File: src/rtl/alu_iter_if.sv
// rtl/alu_iter_if.sv - operand/strobe/result bundle between the controller and alu_iter
interface alu_iter_if #(
    parameter int DATA_WIDTH    = 8,
    parameter int FUN_WIDTH     = 4,
    parameter int ALU_OUT_WIDTH = 2 * DATA_WIDTH
);
    logic [DATA_WIDTH-1:0]    A;
    logic [DATA_WIDTH-1:0]    B;
    logic                     ALU_EN;
    logic [FUN_WIDTH-1:0]     ALU_FUN;
    logic [ALU_OUT_WIDTH-1:0] ALU_OUT;
    logic                     ALU_OUT_VALID;
    logic                     ALU_BUSY;

    modport master (
        output A, B, ALU_EN, ALU_FUN,
        input  ALU_OUT, ALU_OUT_VALID, ALU_BUSY
    );

    modport slave (
        input  A, B, ALU_EN, ALU_FUN,
        output ALU_OUT, ALU_OUT_VALID, ALU_BUSY
    );
endinterface

File: src/rtl/alu_iter.sv
// rtl/alu_iter.sv - registered ALU, restoring iterative divide when ALU_ITER_DIV_EN is defined
module alu_iter #(
    parameter int DATA_WIDTH    = 8,
    parameter int FUN_WIDTH     = 4,
    parameter int ALU_OUT_WIDTH = 2 * DATA_WIDTH
) (
    input  logic      CLK,
    input  logic      RST,
    alu_iter_if.slave bus
);
    localparam logic [FUN_WIDTH-1:0] FUN_DIV = FUN_WIDTH'(3);

    logic [ALU_OUT_WIDTH-1:0] a_ext;
    logic [ALU_OUT_WIDTH-1:0] b_ext;
    logic [ALU_OUT_WIDTH-1:0] op_result;
    logic [ALU_OUT_WIDTH-1:0] out_q;
    logic [ALU_OUT_WIDTH-1:0] out_next;
    logic                     valid_q;
    logic                     valid_next;

    assign a_ext = ALU_OUT_WIDTH'(bus.A);
    assign b_ext = ALU_OUT_WIDTH'(bus.B);

    always_comb begin
        op_result = '0;
        case (bus.ALU_FUN)
            4'h0: op_result = a_ext + b_ext;
            4'h1: op_result = a_ext - b_ext;
            4'h2: op_result = a_ext * b_ext;
            4'h3: begin
                if (bus.B == '0) op_result = {bus.A, {DATA_WIDTH{1'b1}}};
`ifndef ALU_ITER_DIV_EN
                else op_result = {bus.A % bus.B, bus.A / bus.B};
`endif
            end
            4'h4: op_result = a_ext & b_ext;
            4'h5: op_result = a_ext | b_ext;
            4'h6: op_result = {{DATA_WIDTH{1'b0}}, ~(bus.A & bus.B)};
            4'h7: op_result = {{DATA_WIDTH{1'b0}}, ~(bus.A | bus.B)};
            4'h8: op_result = a_ext ^ b_ext;
            4'h9: op_result = {{DATA_WIDTH{1'b0}}, ~(bus.A ^ bus.B)};
            4'hA: op_result = (bus.A == bus.B) ? ALU_OUT_WIDTH'(1) : '0;
            4'hB: op_result = (bus.A >  bus.B) ? ALU_OUT_WIDTH'(2) : '0;
            4'hC: op_result = (bus.A <  bus.B) ? ALU_OUT_WIDTH'(3) : '0;
            4'hD: op_result = a_ext >> 1;
            4'hE: op_result = a_ext << 1;
            default: op_result = '0;
        endcase
    end

`ifdef ALU_ITER_DIV_EN
    localparam int CW = $clog2(DATA_WIDTH + 1);

    typedef enum logic {
        IDLE = 1'b0,
        DIV  = 1'b1
    } state_t;

    state_t              state, state_next;
    logic [CW-1:0]       count, count_next;
    logic [DATA_WIDTH-1:0] dvd, dvd_next;
    logic [DATA_WIDTH-1:0] dvs, dvs_next;
    logic [DATA_WIDTH-1:0] rem, rem_next;
    logic [DATA_WIDTH-1:0] quo, quo_next;
    logic [DATA_WIDTH:0]   rem_shift;
    logic [DATA_WIDTH:0]   rem_diff;
    logic                  take_bit;

    // One restoring step: bring in the next dividend MSB, subtract if it fits
    assign rem_shift = {rem, dvd[DATA_WIDTH-1]};
    assign rem_diff  = rem_shift - {1'b0, dvs};
    assign take_bit  = (rem_shift >= {1'b0, dvs});

    always_comb begin
        state_next = state;
        count_next = count;
        dvd_next   = dvd;
        dvs_next   = dvs;
        rem_next   = rem;
        quo_next   = quo;
        out_next   = out_q;
        valid_next = 1'b0;
        case (state)
            IDLE: begin
                if (bus.ALU_EN) begin
                    if (bus.ALU_FUN == FUN_DIV && bus.B != '0) begin
                        dvd_next   = bus.A;
                        dvs_next   = bus.B;
                        rem_next   = '0;
                        quo_next   = '0;
                        count_next = CW'(DATA_WIDTH);
                        state_next = DIV;
                    end else begin
                        out_next   = op_result;
                        valid_next = 1'b1;
                    end
                end
            end
            DIV: begin
                rem_next   = take_bit ? rem_diff[DATA_WIDTH-1:0] : rem_shift[DATA_WIDTH-1:0];
                quo_next   = {quo[DATA_WIDTH-2:0], take_bit};
                dvd_next   = dvd << 1;
                count_next = count - 1'b1;
                if (count == CW'(1)) begin
                    out_next   = {rem_next, quo_next};
                    valid_next = 1'b1;
                    state_next = IDLE;
                end
            end
            default: state_next = IDLE;
        endcase
    end

    always_ff @(posedge CLK) begin
        if (!RST) begin
            state   <= IDLE;
            count   <= '0;
            dvd     <= '0;
            dvs     <= '0;
            rem     <= '0;
            quo     <= '0;
            out_q   <= '0;
            valid_q <= 1'b0;
        end else begin
            state   <= state_next;
            count   <= count_next;
            dvd     <= dvd_next;
            dvs     <= dvs_next;
            rem     <= rem_next;
            quo     <= quo_next;
            out_q   <= out_next;
            valid_q <= valid_next;
        end
    end

    assign bus.ALU_BUSY = (state == DIV);
`else
    always_comb begin
        out_next   = out_q;
        valid_next = 1'b0;
        if (bus.ALU_EN) begin
            out_next   = op_result;
            valid_next = 1'b1;
        end
    end

    always_ff @(posedge CLK) begin
        if (!RST) begin
            out_q   <= '0;
            valid_q <= 1'b0;
        end else begin
            out_q   <= out_next;
            valid_q <= valid_next;
        end
    end

    assign bus.ALU_BUSY = 1'b0;
`endif

    assign bus.ALU_OUT       = out_q;
    assign bus.ALU_OUT_VALID = valid_q;
endmodule

File: src/flat_wrapper.sv
// flat-port wrapper written by rule: the top's interface ports become plain ports
module alu_iter_flat 
#(
    parameter int DATA_WIDTH    = 8,
    parameter int FUN_WIDTH     = 4,
    parameter int ALU_OUT_WIDTH = 2 * DATA_WIDTH
)
  (CLK, RST, bus_A, bus_B, bus_ALU_EN, bus_ALU_FUN, bus_ALU_OUT, bus_ALU_OUT_VALID, bus_ALU_BUSY);
  alu_iter_if #(.DATA_WIDTH(DATA_WIDTH), .FUN_WIDTH(FUN_WIDTH), .ALU_OUT_WIDTH(ALU_OUT_WIDTH)) bus_i ();
  input  logic CLK;
  input  logic RST;
  input wire logic [$bits(bus_i.A)-1:0] bus_A;
  input wire logic [$bits(bus_i.B)-1:0] bus_B;
  input wire logic [$bits(bus_i.ALU_EN)-1:0] bus_ALU_EN;
  input wire logic [$bits(bus_i.ALU_FUN)-1:0] bus_ALU_FUN;
  output wire logic [$bits(bus_i.ALU_OUT)-1:0] bus_ALU_OUT;
  output wire logic [$bits(bus_i.ALU_OUT_VALID)-1:0] bus_ALU_OUT_VALID;
  output wire logic [$bits(bus_i.ALU_BUSY)-1:0] bus_ALU_BUSY;
  assign bus_i.A = bus_A;
  assign bus_i.B = bus_B;
  assign bus_i.ALU_EN = bus_ALU_EN;
  assign bus_i.ALU_FUN = bus_ALU_FUN;
  assign bus_ALU_OUT = bus_i.ALU_OUT;
  assign bus_ALU_OUT_VALID = bus_i.ALU_OUT_VALID;
  assign bus_ALU_BUSY = bus_i.ALU_BUSY;
  alu_iter #(.DATA_WIDTH(DATA_WIDTH), .FUN_WIDTH(FUN_WIDTH), .ALU_OUT_WIDTH(ALU_OUT_WIDTH)) u_core (.CLK(CLK), .RST(RST), .bus(bus_i));
endmodule
File: config.mk
export PLATFORM = sky130hd
export DESIGN_NAME = alu_iter_flat
export DESIGN_NICKNAME = d
export VERILOG_FILES = /design/src/rtl/alu_iter_if.sv /design/src/rtl/alu_iter.sv /design/src/flat_wrapper.sv
export SDC_FILE = /design/constraint.sdc
export NUM_CORES = 1
export LEC_CHECK = 0
export ABC_AREA = 1
export ABC_CLOCK_PERIOD_IN_PS = 14350
export CAP_MARGIN = 15
export CORE_MARGIN = 10
export CORE_UTILIZATION = 40
export DETAILED_ROUTE_END_ITERATION = 8
export MAX_ROUTING_LAYER = met4
export PLACE_DENSITY = 0.6
export SYNTH_ARGS = -nofsm -noshare
export SYNTH_HDL_FRONTEND = slang
export SYNTH_SLANG_ARGS = --single-unit
File: constraint.sdc
create_clock -name CLK -period 14.35 [get_ports CLK]
set_input_delay 1.435 -clock CLK [delete_from_list [all_inputs] [get_ports CLK]]
set_output_delay 1.435 -clock CLK [all_outputs]
set_load 0.005 [all_outputs]
==> results.json <==
{
  "finalCriticalPeriod_ns": 11.82,
  "critPathKind": "primary input to flop",
  "finalHoldViolations": 0,
  "grtUsageTotal_pct": 19.4,
  "antenna_found_initial": 0,
  "cp_slowest_cell": "clkdlybuf4s50_1",
  "reg2reg_to": "u_core.bus.ALU_OUT[14]",
  "wl_um": 20300,
  "worst_slew_pin_slew_ns": 0.881,
  "postSynthRegisterBits": 17,
  "worst-path-max-fanout": 11,
  "cts_tree": "yes",
  "final_layout_size_suffix_gt1_share_pct": 5.51,
  "postCtsResizedCells": 0,
  "drt-wirelength-per-cell_um": 16.8,
  "end_kind": "flop",
  "yosysTopAreaCell": "ha_1",
  "drcViolationCount": 0,
  "synth-edff-count": 0,
  "synth_cells": 979,
  "start_util_pct": 41.2,
  "rsz0062_at_grt": "no",
  "clock_skew_ns": 0,
  "async_flop_share_pct": 0,
  "die_y_um": 146,
  "die_w_um": 146,
  "firstDrtPassIters": 5,
  "grt_max_degree": 19,
  "syn_area_mm2": 0.00634,
  "vdd.ir_drop.worst_mv": 0.0412,
  "io_pins": 41,
  "fin_setup_tns_ns": 0,
  "syn_nets": 1140,
  "drtIter0Drc": 440,
  "r2r_start": "u_core.bus.ALU_OUT[14]",
  "power.leakage_nw": 3.76,
  "stdcell_area_mm2": 0.00696,
  "antenna_left": 0,
  "dpl.hpwl_um": 16400,
  "pwr_density_cell_mw_per_mm2": 76.6,
  "cts_inserted_buffers": 3,
  "fmax_mhz": 84.6,
  "die_area_mm2": 0.0213,
  "postCtsSetupBuffers": 0,
  "diodes": 0,
  "grt_overflow": 0,
  "dr_total_vias": 6369,
  "h-tree-depth": 1,
  "cp.arrival_ns": 11.93,
  "vias_per_cell": 5.26,
  "yosysUniqueCellTypes": 57,
  "drv_slew": 0,
  "timing.max_cap.violations": 0,
  "setup_viol_count_final": 0,
  "hold_buffers": 0,
  "outcome": "finished, final reports clean",
  "r2r_setup_slack_ns": 13.66,
  "post-route-period-util_pct": 82.4,
  "port_buffers": 39,
  "grt_pass1_vias": 6429,
  "syn_to_final_growth_pct": 9.77,
  "synth_area_leaders": "ha_1, nand2_1, fa_1, inv_1, a21oi_1",
  "ys.flop_type": "dfxtp_1",
  "cp.required_ns": 14.46,
  "endpoint": "u_core.bus.ALU_OUT[10]",
  "cts.sinks": 17,
  "hold_class": "flop to flop",
  "yosysWarnings": 0,
  "crit_top_cell": "nand2_1",
  "rr_worst_depth": 2,
  "nNetsFinal": 1161,
  "postPlaceCellArea_mm2": 0.00687,
  "grt_pass1_wl_um": 33500,
  "ys_seq_area_share_pct": 5.37,
  "holdWs_ns": 0.461,
  "synth.avg_cell_area_um2": 6.47,
  "cpPeakStageDelay_ns": 0.77,
  "fillers": 1675,
  "synth_top_area_share_pct": 19.5,
  "insertion_delay_ns": 0.25,
  "std_cell_rows": 45,
  "core_mm2": 0.0154,
  "critPathLaunch": "bus_B[0]",
  "globalplace.congestion": 0.979,
  "cts_buffer_depth": 2,
  "cp-start-kind": "primary input",
  "relSlewSlack_pct": 41.1,
  "clkTransAtPathRegs_ns": 0.06,
  "clock-root-buffer": "clkbuf_16"
}
[cells by family after synthesis]
logic type | count (synthesis) | synth area share [%]
AOI/OAI and AO/OA | 178 | 17.3
buffers and inverters | 218 | 13.7
DFF | 17 | 5.37
other | 1 | 0.0592
adders and majority gates | 138 | 31.9
xor gates and xnor gates | 23 | 3.18
and+or+nand+nor | 404 | 28.5
[final cells by class]
cell class | instances | area, um^2 | share of cell area (%)
sequential | 17 | 340 | 4.89
inverter | 190 | 721 | 10.4
multi-input combinational | 744 | 5130 | 73.7
clock inverter | 1 | 5.00 | 0.0719
timing repair buffer | 44 | 425 | 6.11
clock buffer | 3 | 75.1 | 1.08
tap | 211 | 264 | 3.79
[critical path: cells and delay by family]
| family | cells | cell delay [ns] |
|---|---|---|
| AOI/OAI and AO/OA | 11 | 1.74 |
| xor gates and xnor gates | 1 | 0.17 |
| adders and majority gates | 8 | 2.55 |
| buffers and inverters | 11 | 1.95 |
| and+or+nand+nor | 39 | 4.06 |
[registers in the layout, summed over array words and instances, names as in the netlist]
register and cells:
u_core.bus.ALU_OUT_VALID 1, u_core.bus.ALU_OUT 16
[where the power goes]
| group | internal [mW] | switching (mW) | leakage (nW) |
|---|---|---|---|
| clock | 0.0373 | 0.0194 | 0.0409 |
| sequential | 0.0506 | 0.00165 | 0.139 |
| combinational | 0.160 | 0.264 | 3.59 |
[metrics by stage]
| stage | std cells | worst slack [ns] | utilization, % | power, mW |
|---|---|---|---|---|
| after floorplan | 979 | 4.63 | - | 0.373 |
| after global placement | 1205 | 2.51 | 44.7 | 0.477 |
| after detailed placement | 1205 | 2.28 | 44.7 | 0.476 |
| after CTS | 1209 | 2.52 | 45.2 | 0.535 |
| after global routing | 1210 | 1.30 | 45.3 | 0.602 |
| final | 1210 | 2.53 | 45.3 | 0.533 |
[cells in the mapped netlist, drive strengths merged, types with 11 or more instances]
master    n
a21oi    77
nand3    62
o21ai    46
clkbuf   15
nand2   253
nor2     47
buf      13
xor2     15
nor3     14
dfxtp    17
fa       39
ha       99
or2      11
inv     189
[worst min path at each step]
stage          cells after the start                     to  slack, ns                   from
2_1_floorplan                      2  u_core.bus.ALU_OUT[0]       0.46  u_core.bus.ALU_OUT[0]
3_3_place_gp                       2  u_core.bus.ALU_OUT[2]       0.45  u_core.bus.ALU_OUT[2]
3_5_place_dp                       2  u_core.bus.ALU_OUT[2]       0.46  u_core.bus.ALU_OUT[2]
4_1_cts                            2  u_core.bus.ALU_OUT[2]       0.47  u_core.bus.ALU_OUT[2]
5_1_grt                            2  u_core.bus.ALU_OUT[2]       0.48  u_core.bus.ALU_OUT[2]
6_report                           2  u_core.bus.ALU_OUT[0]       0.46  u_core.bus.ALU_OUT[0]
[cells in the final DEF, fill, tap and decap left out, types with 3 or more instances in the layout]
cell type,count
nand2_1,248
inv_1,184
ha_1,99
a21oi_1,75
nand3_1,51
nor2_1,43
fa_1,39
clkdlybuf4s50_1,39
o21ai_0,36
dfxtp_1,17
xor2_1,15
nor3_1,12
nand3_2,11
xnor2_1,8
or2_2,8
o22ai_1,8
o21ai_2,7
o221ai_1,7
o2111ai_1,7
and2_1,6
o21bai_1,5
nand4_1,5
nand2_2,4
o31ai_1,4
o211ai_1,4
nor4_1,4
buf_4,4
o21ai_1,3
inv_4,3
o21a_1,3
a2111oi_0,3
a221oi_1,3
clkbuf_16,3
[per-layer routing]
metal / vias to the layer above / global-route usage [%] / share of wire [%]
li1: 3203 / - / -
met1: 2965 / 23.2 / 43
met2: 159 / 34.6 / 50
met3: 42 / 1.30 / 3.9
met4: 0 / 4.55 / 2.7
met5: - / - / 0
Note: power is estimated with default switching activity, not from simulation.
